$ cat config.mk
export PLATFORM = sky130hd
export DESIGN_NAME = wb_cmd_master
export DESIGN_NICKNAME = d
export VERILOG_FILES = /design/src/rtl/wb_cmd_master.sv
export SDC_FILE = /design/constraint.sdc
export NUM_CORES = 1
export LEC_CHECK = 0
export CAP_MARGIN = 40
export CORE_MARGIN = 10
export CORE_UTILIZATION = 46
export CTS_BUF_LIST = sky130_fd_sc_hd__clkbuf_4 sky130_fd_sc_hd__clkbuf_8 sky130_fd_sc_hd__clkbuf_16
export CTS_CLUSTER_DIAMETER = 30
export DETAILED_ROUTE_END_ITERATION = 7
export PLACE_DENSITY = 0.91
export SYNTH_ARGS = -nofsm -noshare
export SYNTH_HDL_FRONTEND = slang
export SYNTH_SLANG_ARGS = --single-unit
$ cat constraint.sdc
create_clock -name i_clk -period 3.6 [get_ports i_clk]
set_clock_uncertainty 0.1 [all_clocks]
set_input_delay 0.36 -clock i_clk [delete_from_list [all_inputs] [get_ports i_clk]]
set_output_delay 0.36 -clock i_clk [all_outputs]
set_load 0.005 [all_outputs]
$ cat src/rtl/wb_cmd_master.sv
// Single-shot command to pipelined Wishbone master.
// Each accepted command becomes exactly one bus transaction and one response
// pulse; a transaction that is not acknowledged in time is aborted with err=1.
module wb_cmd_master #(
  parameter int AW      = 16,
  parameter int DW      = 16,
  parameter int TIMEOUT = 200   // 2..255, cycles from stb assertion to abort
) (
  input  logic          i_clk,
  input  logic          i_reset_n,
  // local command side
  input  logic          i_cmd_stb,
  input  logic          i_cmd_we,
  input  logic [AW-1:0] i_cmd_addr,
  input  logic [DW-1:0] i_cmd_data,
  output logic          o_cmd_busy,
  output logic          o_rsp_stb,
  output logic [DW-1:0] o_rsp_data,
  output logic          o_rsp_err,
  // Wishbone master side
  output logic          o_wb_cyc,
  output logic          o_wb_stb,
  output logic          o_wb_we,
  output logic [AW-1:0] o_wb_addr,
  output logic [DW-1:0] o_wb_data,
  input  logic          i_wb_stall,
  input  logic          i_wb_ack,
  input  logic [DW-1:0] i_wb_data
);

  typedef enum logic [1:0] {
    IDLE     = 2'd0,
    REQ      = 2'd1,
    WAIT_ACK = 2'd2
  } state_t;

  state_t          state_q, state_d;
  logic [7:0]      cnt_q, cnt_d;
  logic            cyc_q, cyc_d;
  logic            stb_q, stb_d;
  logic            we_q, we_d;
  logic [AW-1:0]   addr_q, addr_d;
  logic [DW-1:0]   wdat_q, wdat_d;
  logic            rsp_stb_q, rsp_stb_d;
  logic [DW-1:0]   rsp_data_q, rsp_data_d;
  logic            rsp_err_q, rsp_err_d;

  // Counter value seen on the last cycle before the transaction is abandoned.
  logic            timeout_hit;
  assign timeout_hit = (cnt_q == 8'(TIMEOUT - 1));

  // Next-state and registered-output logic.
  always_comb begin
    state_d    = state_q;
    cnt_d      = cnt_q;
    cyc_d      = cyc_q;
    stb_d      = stb_q;
    we_d       = we_q;
    addr_d     = addr_q;
    wdat_d     = wdat_q;
    rsp_stb_d  = 1'b0;
    rsp_data_d = rsp_data_q;
    rsp_err_d  = rsp_err_q;

    unique case (state_q)
      IDLE: begin
        if (i_cmd_stb) begin
          we_d    = i_cmd_we;
          addr_d  = i_cmd_addr;
          wdat_d  = i_cmd_data;
          cyc_d   = 1'b1;
          stb_d   = 1'b1;
          cnt_d   = '0;
          state_d = REQ;
        end
      end

      REQ: begin
        // Nothing is outstanding yet, so any ack seen here is ignored.
        cnt_d = cnt_q + 8'd1;
        if (timeout_hit) begin
          cyc_d      = 1'b0;
          stb_d      = 1'b0;
          rsp_stb_d  = 1'b1;
          rsp_err_d  = 1'b1;
          rsp_data_d = '0;
          state_d    = IDLE;
        end else if (!i_wb_stall) begin
          stb_d   = 1'b0;
          state_d = WAIT_ACK;
        end
      end

      WAIT_ACK: begin
        cnt_d = cnt_q + 8'd1;
        // Ack takes priority over a timeout landing on the same cycle.
        if (i_wb_ack) begin
          cyc_d      = 1'b0;
          rsp_stb_d  = 1'b1;
          rsp_err_d  = 1'b0;
          rsp_data_d = we_q ? '0 : i_wb_data;
          state_d    = IDLE;
        end else if (timeout_hit) begin
          cyc_d      = 1'b0;
          stb_d      = 1'b0;
          rsp_stb_d  = 1'b1;
          rsp_err_d  = 1'b1;
          rsp_data_d = '0;
          state_d    = IDLE;
        end
      end

      default: begin
        cyc_d   = 1'b0;
        stb_d   = 1'b0;
        state_d = IDLE;
      end
    endcase
  end

  // State and output registers; reset drops the bus and discards any pending command.
  always_ff @(posedge i_clk or negedge i_reset_n) begin
    if (!i_reset_n) begin
      state_q    <= IDLE;
      cnt_q      <= '0;
      cyc_q      <= 1'b0;
      stb_q      <= 1'b0;
      we_q       <= 1'b0;
      addr_q     <= '0;
      wdat_q     <= '0;
      rsp_stb_q  <= 1'b0;
      rsp_data_q <= '0;
      rsp_err_q  <= 1'b0;
    end else begin
      state_q    <= state_d;
      cnt_q      <= cnt_d;
      cyc_q      <= cyc_d;
      stb_q      <= stb_d;
      we_q       <= we_d;
      addr_q     <= addr_d;
      wdat_q     <= wdat_d;
      rsp_stb_q  <= rsp_stb_d;
      rsp_data_q <= rsp_data_d;
      rsp_err_q  <= rsp_err_d;
    end
  end

  assign o_cmd_busy = (state_q != IDLE);
  assign o_rsp_stb  = rsp_stb_q;
  assign o_rsp_data = rsp_data_q;
  assign o_rsp_err  = rsp_err_q;
  assign o_wb_cyc   = cyc_q;
  assign o_wb_stb   = stb_q;
  assign o_wb_we    = we_q;
  assign o_wb_addr  = addr_q;
  assign o_wb_data  = wdat_q;

endmodule

Word level (Yosys, flattened, before mapping)
Index checks and enable logic that the tools add are counted.
Operators by class
  add/subtract/negate cells: 1
  equal/unequal tests: 8
  muxes and demuxes: 27
  reductions and logical operators: 9
Operators with widths (number)
  2-to-1 mux 16 bit: 3
  case mux 16 bit (2 select lines): 1
  case mux 8 bit (2 select lines): 1
  2-to-1 mux 1 bit: 11
  2-to-1 mux 2 bit: 5
  adder 8 x 1 -> 8 bit (second input constant): 1
  equality test 8 bit (second input constant): 1
  2-to-1 mux 8 bit: 1
  != test 2 bit (second input constant): 3
  != test 3 bit (second input constant): 2
  case mux 1 bit (3 select lines): 2
  case mux 2 bit (3 select lines): 1
  nonzero test 2 bit: 3
  case mux 1 bit (2 select lines): 2
  AND reduction 2 bit: 2
  AND reduction 4 bit: 1
  AND reduction 3 bit: 1
  equality test 2 x 1 -> 1 bit (second input constant): 1
  equality test 2 bit (second input constant): 1
  logical NOT 2 bit: 1
  OR reduction 2 bit: 1
Storage, ports and cells
  register bits after elaboration: 63
  input port bits: 54
  output and inout port bits: 54
  logic and storage cells: 55

Logic depth before layout (Yosys ltp)
  depth after elaboration: 4
  depth in mapped cells: 8
  gate-level depth less buffers: 6

Worst setup path after synthesis
Ideal clock, no wire load.
  path kind: flip-flop to flip-flop
  start: register state_q[1]
  end: register rsp_data_q[10], in the netlist o_rsp_data[10]
  setup time: 0.065 ns
  arrival time: 1.644 ns
  data required time: 3.435 ns
  setup slack: 1.791 ns
  stages on the path, launching flop included: 8
  buffers on the path: 2
  period minus slack after synthesis: 1.809 ns
  cell sequence: dfrtp_1 -> inv_1 -> ha_1 -> buf_2 -> inv_1 -> nor3b_2 -> buf_2 -> a22o_1
Between the ends
  word-level cells in the longest chain between the ends: 2
  elaborated cells between the ends (all ways): 4
  those cells by class: eq/ne (2); mux (1); reduce/logical (1)
Ends and longest elaborated chain
  from (decl): RTL line 37  | state_t state_q, state_d;
  from (signal assigned): RTL line 135  | state_q <= state_d;
  equality test 2 bit / equality test 2 x 1 -> 1 bit (equally long branches): RTL line 65  | unique case (state_q)
  case mux 16 bit (2 select lines) / nonzero test 2 bit (equally long branches)
  to (signal assigned): RTL line 143  | rsp_data_q <= rsp_data_d;
  to (decl): RTL line 45  | logic [DW-1:0] rsp_data_q, rsp_data_d;
Several ways; a longest one is shown, not always the timed one.
A chain may end at the register's enable or synchronous reset.

Worst setup path in the final report
  start: register state_q[0]
  end: output o_cmd_busy
Between the ends
  word-level cells in the longest chain between the ends: 1
Ends and longest elaborated chain
  nonzero test 2 bit: RTL line 148  | assign o_cmd_busy = (state_q != IDLE);
  to (decl): RTL line 16  | output logic o_cmd_busy,
Every way passes these cells.

==> impl_results.md <==
* Seq cells post-synth at 63
* Worst-Margin Slew at approximately 0.59 ns
* CP Launch Type: flip-flop
* Relative slew slack at 0.608
* Rows at 27
* Setup_tns at 0 ns
* Chip Width at between 90 and 100 microns
* Worst VDD drop at ~0.44 mV
* Die Span Y at 95.5 microns
* GRT Resource Usage Total at 0.156
* Comb pwr share at 0.429
* Via density at approximately 5
* Worst-skew pair later-pin latency at between 0.3 and 0.4 ns
* Final ANT Viol Nets at 0
* Most used cell, CP: inv_1
* Clk root buf: clkbuf_8
* # diodes at 0
* Syn-to-layout area delta at 51.4%
* Hold EP: o_wb_data[9]$_DFFE_PN0P_
* Routability cong. at a little under 0.9
* Clock power frac at 0.184
* Post-Synthesis Net Count at between 200 and 300
* Grt ovf at 0
* CTS tree: built
* Top FF cell, synth: dfrtp_1
* Drt initial violations at 152
* Critical Path Fanout Max at 4
* Vias in the first global route at between 2k and 2.5k
* Count of cell types in the netlist at 37
* Fin crit share at 0.596
* Seq pwr share at 0.387
* R2R cell count at 5
* Min-Delay Path Class: flip-flop to flip-flop
* Synth Cell Area at roughly 0.0026 sq mm
* Psw at 901 uW
* Top cell type's share of synthesized area at 0.602
* PortBufs at around 110
* Slew Viols, Final at 0
* Resize count post-CTS at 0
* Initial antenna violation count at 0
* DRC errors left at 0
* CTS hold repair buffers at 1
* Nature of the critical path endpoint: primary output
* Cell Chain, Critical Path: inv_1 -> ha_1 -> inv_1 -> clkdlybuf4s50_1
* First-pass GRT wire length at roughly 11 mm
* HP Start: o_wb_data[9]$_DFFE_PN0P_
* Max capacitance violation total at 0
* Post-synth ARST share at 1.00
* Most numerous cell in the Yosys netlist: dfrtp_1
* RSZ-0062 raised after global routing: false
* FF-to-FF Start: state_q[0]$_DFFE_PN0P_
* Wire per inst at between 15 and 20 microns
* Ys Warns at 0
* Reg-to-Reg End: o_wb_data[0]$_DFFE_PN0P_
* Share of layout cells above drive strength 1 at 0.194
* Starting Density at 0.476
* DP HPWL at around 5.5 mm
* Final net count at between 300 and 400
* Post-synth EDFFs at 0
* Clock Sinks at between 60 and 70
* Non-filler cells, final at around 390
* Slowest stage delay, CP at 0.52 ns
* # setup viols final at 0
* Max Root-Sink Buffers at 2
* Worst setup path category: flip-flop to primary output
* Reg clk slew, reported paths at 0.07 ns
* Post-CTS Repair Setup Buffers at 0
* Largest net degree at the start of global routing at 39
* Crit path time final at 2.14 ns
* Core area at roughly 0.0055 sq mm
* Int Pwr at 2080 uW
* Syn Area/Cell at between 10 and 15 sq um
* Final hold viol count at 0
* DRT Pass-1 Iters at 4
* Final Util at 0.721
* Dpl cells at 370
* R2R setup slack at ~1.5 ns
* Routed WL at 7.11 mm
* Post-synth top cells: dfrtp_1, mux2_2, a22o_1
* Hold path cells at 1
* Status: complete, no violations
* Sw frac at 0.303
* Fmax at 0.466 GHz
* Total via count in the routed design at slightly below 2k
* Syn Inst Count at roughly 200
* CP Data Arrival Time at about 1.7 ns
* WP data required at between 3 and 4 ns
* Crit-path slowest cell: clkdlybuf4s50_1
* Synth area leaders: dfrtp_1, mux2_2, a22o_1
* P per Cell Area at about 750 mW/mm^2
* H-tree depth at 3
* Leakage at 0.00171 uW
* IO Pins at 108
* Post-synth top area cell: dfrtp_1
* Share of the yosys chip area belonging to registers at 0.602
* Die Area at between 0.009 and 0.01 sq mm
* CTS Buf Count at 9
* Min Hold Slack at a little over 0.4 ns
* Total Power at just under 3000 uW
==> metal layers <==
layer	vias to the layer above	routed length, microns	track usage
li1	937	-	-
met1	964	2680	0.169
met2	74	3650	0.260
met3	10	699	0.0762
met4	0	79	0.0577
met5	-	0	0
==> through the flow <==
step | area [sq um] | worst slack (ns)
after floorplan | 2620 | 1.79
after global placement | 3750 | 1.32
after detailed placement | 3780 | 1.28
after CTS | 3970 | 1.45
after global routing | 3970 | 1.38
final | 3970 | 1.46
==> worst max-delay path, delay by kind of cell (launching register included) <==
kind	cells	cell delay, ns
DFF	1	0.39
buffers and inverters	3	0.72
adders and majority gates	1	0.25
==> sequential cells by signal (all words and copies together), names as in the netlist <==
signal / count
o_rsp_data: 16
o_wb_addr: 16
o_wb_data: 16
cnt_q: 8
state_q: 2
o_rsp_err: 1
o_rsp_stb: 1
o_wb_cyc: 1
o_wb_stb: 1
o_wb_we: 1
==> cell type report <==
cell class | instances | area [sq um]
flip-flops and latches | 63 | 1580
fillers | 386 | 1540
repair buffers | 112 | 1120
multi-input cells | 120 | 988
clock buffers | 11 | 145
well taps | 72 | 90.1
clock inverters | 5 | 33.8
inverters | 4 | 15.0
==> layout by cell type (no fill, tap or decap), drive strengths merged, types with 2 or more instances in the layout <==
cell | Yosys | layout
ha | 5 | 5
xnor2 | 3 | 3
o21ai | 11 | 11
nor4 | 3 | 3
nor2b | 3 | 3
clkinvlp | 0 | 2
a21oi | 6 | 6
nor2 | 7 | 7
nand3 | 5 | 5
clkinv | 0 | 3
clkbuf | 2 | 11
a31oi | 3 | 3
nor3 | 2 | 2
mux2 | 33 | 33
inv | 4 | 4
nand2 | 9 | 9
a22o | 16 | 16
dfrtp | 63 | 63
clkdlybuf4s50 | 0 | 106
buf | 6 | 5
==> power groups by stage <==
stage / registers (uW) / logic [uW] / clock network (uW)
2_1_floorplan: 1170 / 520 / 0
4_1_cts: 1150 / 1300 / 559
6_report: 1150 / 1280 / 549
3_3_place_gp: 1150 / 1250 / 0
3_5_place_dp: 1160 / 1300 / 0
5_1_grt: 1190 / 1380 / 591
==> cells by family (layout without fill, tap and decap cells) <==
logic type	after synthesis	in the layout	share of synthesized area
AOI/OAI and AO/OA	42	42	0.117
muxes	33	33	0.142
buffers and inverters	12	132	0.0210
adders and majority gates	5	5	0.0239
and+or+nand+nor	37	37	0.0845
xor gates and xnor gates	3	3	0.0100
DFF	63	63	0.602
==> worst max-delay path by stage <==
stage / slack [ns] / startpoint / endpoint
3_5_place_dp: 1.28 / i_cmd_stb / o_wb_data[0]$_DFFE_PN0P_
6_report: 1.46 / state_q[0]$_DFFE_PN0P_ / o_cmd_busy
5_1_grt: 1.38 / state_q[0]$_DFFE_PN0P_ / o_cmd_busy
2_1_floorplan: 1.79 / state_q[1]$_DFFE_PN0P_ / o_rsp_data[10]$_DFFE_PN0P_
3_3_place_gp: 1.32 / state_q[1]$_DFFE_PN0P_ / o_rsp_data[1]$_DFFE_PN0P_
4_1_cts: 1.45 / state_q[0]$_DFFE_PN0P_ / o_cmd_busy
Power figures use the tool's default switching activity.
